===== src/rtl/mac_operand_loader.sv =====
`default_nettype none
// ============================================================================
//  Module      : mac_operand_loader
//  Description : Serial-to-parallel operand packer for the 62-lane
//                sign-magnitude MAC. Collects (activation, weight) byte
//                pairs one per handshake into packed lane buses and hands
//                the completed vector over with a valid/ready handshake.
//                Optional feature macro: LOADER_ZERO_PAD_EN (in_last closes
//                a short vector, upper lanes stay zero).
//  Revision    : 1.0 - initial release
// ============================================================================
module mac_operand_loader #(
    parameter int LANES = 62,
    parameter int WIDTH = 8
) (
    input  logic                   clk,
    input  logic                   rst_n,
    input  logic                   in_valid,
    output logic                   in_ready,
    input  logic [WIDTH-1:0]       in_a,
    input  logic [WIDTH-1:0]       in_w,
    input  logic                   in_last,
    output logic                   vec_valid,
    input  logic                   vec_ready,
    output logic [LANES*WIDTH-1:0] vec_a,
    output logic [LANES*WIDTH-1:0] vec_w,
    output logic [5:0]             vec_lanes
);

    localparam int              IDX_W      = $clog2(LANES);
    localparam logic [IDX_W-1:0] c_LAST_IDX = IDX_W'(LANES - 1);

    typedef enum logic [0:0] {
        S_FILL = 1'b0,
        S_FULL = 1'b1
    } state_t;

    state_t                 r_state;
    logic [IDX_W-1:0]       r_idx;
    logic                   r_in_ready;
    logic                   r_vec_valid;
    logic [LANES*WIDTH-1:0] r_vec_a;
    logic [LANES*WIDTH-1:0] r_vec_w;
    logic [5:0]             r_vec_lanes;

    logic                   w_accept;
    logic                   w_close;
    logic [5:0]             w_lanes_next;

    // A pair is taken only while filling and advertising ready.
    assign w_accept     = (r_state == S_FILL) && r_in_ready && in_valid;
    assign w_lanes_next = 6'(r_idx) + 6'd1;

`ifdef LOADER_ZERO_PAD_EN
    // A vector closes on the last lane or when upstream flags a short vector.
    assign w_close = (r_idx == c_LAST_IDX) || in_last;
`else
    // Every vector is exactly LANES pairs; in_last has no effect.
    logic w_unused_in_last;
    assign w_unused_in_last = in_last;
    assign w_close          = (r_idx == c_LAST_IDX);
`endif

    // Fill/handoff state machine; all outputs are registered here.
    always_ff @(posedge clk or negedge rst_n) begin
        if (!rst_n) begin
            r_state     <= S_FILL;
            r_idx       <= '0;
            r_in_ready  <= 1'b0;
            r_vec_valid <= 1'b0;
            r_vec_a     <= '0;
            r_vec_w     <= '0;
            r_vec_lanes <= '0;
        end else begin
            case (r_state)
                S_FILL: begin
                    // Ready rises on the first edge after reset release.
                    r_in_ready <= 1'b1;
                    if (w_accept) begin
                        // Bytes are stored bit-exact (0x80 stays 0x80).
                        r_vec_a[r_idx*WIDTH +: WIDTH] <= in_a;
                        r_vec_w[r_idx*WIDTH +: WIDTH] <= in_w;
                        if (w_close) begin
                            r_state     <= S_FULL;
                            r_in_ready  <= 1'b0;
                            r_vec_valid <= 1'b1;
                            r_vec_lanes <= w_lanes_next;
                        end else begin
                            r_idx <= r_idx + 1'b1;
                        end
                    end
                end
                S_FULL: begin
                    // Hold everything until the MAC side takes the vector;
                    // clearing here keeps unloaded lanes of the next vector zero.
                    if (vec_ready) begin
                        r_state     <= S_FILL;
                        r_idx       <= '0;
                        r_in_ready  <= 1'b1;
                        r_vec_valid <= 1'b0;
                        r_vec_a     <= '0;
                        r_vec_w     <= '0;
                        r_vec_lanes <= '0;
                    end
                end
                default: begin
                    r_state <= S_FILL;
                end
            endcase
        end
    end

    assign in_ready  = r_in_ready;
    assign vec_valid = r_vec_valid;
    assign vec_a     = r_vec_a;
    assign vec_w     = r_vec_w;
    assign vec_lanes = r_vec_lanes;

endmodule
`default_nettype wire


===== config.mk =====
export PLATFORM = sky130hd
export DESIGN_NAME = mac_operand_loader
export DESIGN_NICKNAME = d
export VERILOG_FILES = /design/src/rtl/mac_operand_loader.sv
export SDC_FILE = /design/constraint.sdc
export NUM_CORES = 2
export LEC_CHECK = 0
export BUFFER_PORTS_ARGS = -buffer_cell sky130_fd_sc_hd__buf_4
export CORE_AREA = 2 2 393 395
export DETAILED_ROUTE_END_ITERATION = 12
export DIE_AREA = 0 0 395 397
export PLACE_DENSITY = 0.48
export SKIP_LAST_GASP = 1
export SLEW_MARGIN = 20
export SYNTH_ARGS = -nofsm -noshare
export SYNTH_HDL_FRONTEND = slang
export SYNTH_SLANG_ARGS = --single-unit

===== constraint.sdc =====
create_clock -name clk -period 4.45 [get_ports clk]
set_input_delay 0.89 -clock clk [delete_from_list [all_inputs] [get_ports clk]]
set_output_delay 0.89 -clock clk [all_outputs]
set_load 0.01 [all_outputs]

# Word-level counts from Yosys, hierarchy flattened
# Index checks and enable logic that the tools add are counted.
[totals]
reg_bits = 1007
latchBits = 0
ramBits = 0
rom_bits = 0
in_bits = 21
out_inout_bits = 1000
word_cells = 49
n_memories = 0
[classes]
n_addsub = 2
multipliers = 0
div_mod_pow = 0
n_lt_le_gt_ge = 0
eq_ne = 5
shift = 3
mux = 26
bitwise = 1
reduce_logical = 5
[ops]
columns = ["op", "n"]
rows = [
  ["case mux 496 bit (2 select lines)", 2],
  ["two-way mux 496 bit", 3],
  ["bitwise mux 496 bit", 2],
  ["indexed part select 8 x 34 -> 496 bit", 2],
  ["variable shift 8 x 34 -> 496 bit, first input constant", 1],
  ["negation 9 -> 34 bit", 1],
  ["two-way mux 6 bit", 5],
  ["case mux 6 bit (2 select lines)", 2],
  ["two-way mux 1 bit", 9],
  ["!= test 2 bit, second input constant", 4],
  ["adder 6 x 1 -> 6 bit, second input constant", 1],
  ["equality test 6 bit, second input constant", 1],
  ["case mux 1 bit (2 select lines)", 3],
  ["AND reduction 3 bit", 2],
  ["logical AND 1 bit", 2],
  ["AND reduction 2 bit", 1],
  ["NOT 1 bit", 1],
]

# Longest topological paths before layout
[depth]
word_depth = 5
depth_mapped = 14
ltp_nobuf = 8

# Worst setup path after synthesis
# No wires, ideal clock.
[synth_path]
path_kind = "register -> register"
from = "register r_idx[1]"
to = "register r_vec_a[348], in the netlist vec_a[348]"
setup_ps = 81
arrival_time_ps = 3199
required_ps = 4369
slack_ps = 1171
stages_incl_launch_ff = 12
path_buffers = 4
cell_sequence = "dfrtp_1 -> buf_2 -> or3_1 -> nor3_1 -> ha_1 -> clkbuf_1 -> a21oi_1 -> nand2_1 -> buf_2 -> nor3_4 -> buf_4 -> mux2i_1"
[synth_between]
elab_chain_len = 5
word_cells_on_any_way = 6
cone_classes = "add/sub (1); shift (2); mux (3)"
[synth_lines]
columns = ["item", "line_no", "source"]
rows = [
  ["start, declared", "39", "logic [IDX_W-1:0] r_idx;"],
  ["start signal, assigned", "89", "r_idx <= r_idx + 1'b1;"],
  ["negation 9 -> 34 bit (*)", "81", "r_vec_a[r_idx*WIDTH +: WIDTH] <= in_a;"],
  ["indexed part select 8 x 34 -> 496 bit / variable shift 8 x 34 -> 496 bit (equally long branches)", "81", ""],
  ["bitwise mux 496 bit (*)", "81", ""],
  ["two-way mux 496 bit (*)", "79", "if (w_accept) begin"],
  ["case mux 496 bit (2 select lines) (*)", "75", "case (r_state)"],
  ["end signal, assigned by index", "81", ""],
  ["end, declared", "42", "logic [LANES*WIDTH-1:0] r_vec_a;"],
]
# Every way passes the cells marked *; elsewhere a longest branch is shown, timed or not. The select of a mux whose other input is x is not followed.
# A chain may end at the register's enable or synchronous reset.

# Final worst setup path
[layout_path]
from = "register r_idx[1]"
to = "register r_vec_w[99], in the netlist vec_w[99]"
[layout_between]
elab_chain_len = 5
word_cells_on_any_way = 6
cone_classes = "add/sub (1); shift (2); mux (3)"
[layout_lines]
columns = ["item", "line_no", "source"]
rows = [
  ["negation 9 -> 34 bit (*)", "82", "r_vec_w[r_idx*WIDTH +: WIDTH] <= in_w;"],
  ["indexed part select 8 x 34 -> 496 bit / variable shift 8 x 34 -> 496 bit (equally long branches)", "82", ""],
  ["bitwise mux 496 bit (*)", "82", ""],
  ["two-way mux 496 bit (*)", "79", ""],
  ["case mux 496 bit (2 select lines) (*)", "75", ""],
  ["end signal, assigned by index", "82", ""],
  ["end, declared", "43", "logic [LANES*WIDTH-1:0] r_vec_w;"],
]
# Marked as above.

==> flow_metrics.env <==
export IMPL_timing_setup_tns_ns=0
export IMPL_p_leak_uw=0.0275
export IMPL_slew_viol_final=0
export IMPL_clock_latency_ns=0.77
export IMPL_period_share_pct=91.9
export IMPL_dpl_instance_area_um2=50700
export IMPL_setup_viol=0
export IMPL_grt_max_degree=181
export IMPL_reg2reg_slack_ns=0.36
export IMPL_nets=4262
export IMPL_crit_type="register to register"
export IMPL_post_route_cell_area_um2=54500
export IMPL_core_area_um2=153000
export IMPL_initial_utilization_pct=25.9
export IMPL_io_pins=1021
export IMPL_cp_arrival_ns=4.70
export IMPL_globalRouteOverflowTotal=0
export IMPL_cp_slowest_stage_delay_ns=0.79
export IMPL_p_per_area_nw_per_um2=549
export IMPL_timing_final_hold_violations=0
export IMPL_fp_dieW_um=395
export IMPL_avgSynthCellArea_um2=12.4
export IMPL_synth_warnings=0
export IMPL_cts_setup_buffers=0
export IMPL_tightest_slew_ns=1.17
export IMPL_clock_skew_ns=0.0356
export IMPL_globalplace_congestion=0.835
export IMPL_min_delay_path_class="primary input to asynchronous set/reset pin"
export IMPL_num_rows=144
export IMPL_fin_hold_ws_ns=0.182
export IMPL_grt_pass1_wl_um=269000
export IMPL_routed_wirelength_um=195000
export IMPL_syn_num_nets=3218
export IMPL_antenna_found_initial=11
export IMPL_yosysUniqueCellTypes=69
export IMPL_die_area_um2=157000
export IMPL_path_cells="inv_1 -> ha_1 -> nor3b_2 -> buf_4 -> xor2_2 -> nor2_4 -> nand3_2 -> mux2i_1"
export IMPL_avgRoutedWirePerCell_um=30.7
export IMPL_r2r_start="r_idx[1]"
export IMPL_end_kind="register"
export IMPL_irDropWorstVdd_mv=0.352
export IMPL_place_hpwl_um=137000
export IMPL_fin_cells=6371
export IMPL_worstPathMaxFanout=16
export IMPL_cts_root_buffer="clkbuf_16"
export IMPL_grtUsageTotal_pct=24.2
export IMPL_numCtsBuffers=114
export IMPL_htreeDepth=3
export IMPL_maxClockFrequency_ghz=0.245
export IMPL_async_flop_share_pct=100
export IMPL_port_buffers=1019
export IMPL_period_needed_ns=4.09
export IMPL_place_inst=6165
export IMPL_maxSlewHeadroom_pct=22.3
export IMPL_cp_slowest_cell="nand3_2"
export IMPL_cp_required_ns=5.06
export IMPL_fp_dieH_um=397
export IMPL_num_vias=32124
export IMPL_cts_resized=0
export IMPL_rsz0062_at_grt="false"
export IMPL_drtIter0Drc=2491
export IMPL_ant_nets=0
export IMPL_clockBufferDepth=3
export IMPL_synth_edf_count=0
export IMPL_ys_flop_type="dfrtp_1"
export IMPL_cts_tree="built"
export IMPL_netlist_instances=3193
export IMPL_rr_endpoint="vec_w[99]"
export IMPL_hold_buffers=0
export IMPL_run_status="finished clean"
export IMPL_syn_area_um2=39700
export IMPL_vias_per_cell=5.04
export IMPL_dr_pass1_iters=5
export IMPL_drv_cap=0
export IMPL_area_delta_synth_final_pct=37.5
export IMPL_drive_gt1_share_pct=34.2
export IMPL_reg2reg_depth=8
export IMPL_start_kind="register"
export IMPL_clkTransAtPathRegs_ns=0.06
export IMPL_grt_pass1_vias=32154
export IMPL_drc=0
export IMPL_ys_seq_elements=1007
export IMPL_synth_seq_area_share_pct=63.5
export IMPL_clock_sinks=1007
[cell usage after synthesis, drive strengths merged (3+ instances only)]
library cell	n	share of area, %
o2111ai	8	0.19
inv	23	0.22
a211oi	5	0.12
ha	4	0.13
a2bb2o	26	0.66
o31ai	61	1.2
nor3	45	0.83
and3	7	0.11
nand3b	3	0.057
clkbuf	211	2.0
xor2	3	0.066
a2111oi	8	0.36
nor2	28	0.26
or3	4	0.063
dfrtp	1007	64
and2	3	0.047
nand2b	6	0.095
nand3	174	2.3
mux2i	301	7.6
nor4	9	0.23
a32o	64	1.6
a21boi	3	0.057
a21oi	37	0.47
a31oi	5	0.079
o21a	6	0.11
buf	63	0.89
nand2	493	4.7
o211ai	3	0.069
a22o	349	7.7
xnor2	5	0.15
a31o	4	0.088
o2bb2ai	109	2.4
o22ai	7	0.11
nand4	5	0.095
o21ai	85	1.1
[sequential cells by signal, indices dropped and copies added (netlist names)]
register	flops
vec_lanes	6
vec_a	496
vec_w	496
r_idx	6
r_state	1
vec_valid	1
in_ready	1
[where the power goes]
part | internal [uW] | switching (uW) | total, uW
clock network | 5710 | 4080 | 9790
registers | 10600 | 926 | 11500
logic | 3300 | 5370 | 8670
total | 19600 | 10400 | 30000
[final cells by class]
cell class	instances	area, um^2
diodes	3	7.51
clock buffers	163	3290
clock inverters	40	567
fillers	15373	98400
inverters	23	86.3
multi-input cells	1889	13600
flip-flops and latches	1007	25200
well taps	2044	2560
repair buffers	1202	9290
[kinds of logic (layout without fill, tap and decap cells)]
kind of cell / after synthesis / in the layout / share of synthesized area (%)
adder cells (fa/ha/maj): 4 / 4 / 0.126
AO/OA/AOI/OAI: 788 / 788 / 16.5
buffers and inverters: 297 / 1428 / 3.10
multiplexers: 303 / 303 / 7.65
flip-flops: 1007 / 1007 / 63.5
AND/OR/NAND/NOR: 786 / 786 / 8.93
other: 0 / 3 / 0
XOR/XNOR: 8 / 8 / 0.215
[metrics by stage]
step	setup slack (ns)	power [uW]	util (%)
after global routing	0.118	31200	35.7
after CTS	0.341	30300	35.6
final	0.363	30000	35.7
after global placement	0.370	20300	33.1
after detailed placement	0.392	20400	33.1
after floorplan	1.17	15100	-
[worst max path at each step]
stage	start	endpoint	slack [ns]	cells past startpoint
2_1_floorplan	r_idx[1]	vec_a[348]	1.17	11
3_3_place_gp	r_idx[1]	vec_w[220]	0.37	8
3_5_place_dp	r_idx[1]	vec_w[216]	0.39	8
4_1_cts	r_idx[1]	vec_w[221]	0.34	8
5_1_grt	r_idx[1]	vec_w[225]	0.12	8
6_report	r_idx[1]	vec_w[99]	0.36	8
[per-layer routing]
| layer | vias to the layer above | wire length, um | global-route usage, % |
|---|---|---|---|
| li1 | 13761 | - | - |
| met1 | 16878 | 81800 | 31.4 |
| met2 | 1248 | 92900 | 39.3 |
| met3 | 235 | 14700 | 6.68 |
| met4 | 2 | 5800 | 6.92 |
| met5 | - | 14 | 0 |
[worst max-delay path: cells and delay by family, from the launching register on]
kind                     cells  cell delay, ns
adder cells (fa/ha/maj)      1            0.39
AND/OR/NAND/NOR              3            1.89
flip-flops                   1            0.50
buffers and inverters        2            0.53
multiplexers                 1            0.40
XOR/XNOR                     1            0.21
[cell usage in the layout, fill, tap and decap left out, types with 8 or more instances in the layout]
master | netlist | layout
clkinv_2 | 0 | 18
nor2_1 | 28 | 21
a22o_1 | 349 | 349
nand3_1 | 167 | 166
mux2i_1 | 301 | 301
a21oi_1 | 37 | 26
a32o_1 | 64 | 64
a2bb2o_1 | 26 | 26
a21oi_2 | 0 | 10
nand3_2 | 7 | 8
nor3_2 | 5 | 15
dfrtp_1 | 1007 | 1006
buf_12 | 0 | 19
o21ai_0 | 81 | 81
clkbuf_16 | 0 | 115
clkbuf_1 | 211 | 25
nand2_1 | 493 | 492
nor3_4 | 7 | 8
nor3_1 | 33 | 22
inv_1 | 23 | 23
o31ai_1 | 61 | 61
buf_4 | 8 | 1181
bufinv_16 | 0 | 10
o2bb2ai_1 | 109 | 109
clkbuf_8 | 0 | 23
Power figures use the tool's default switching activity.
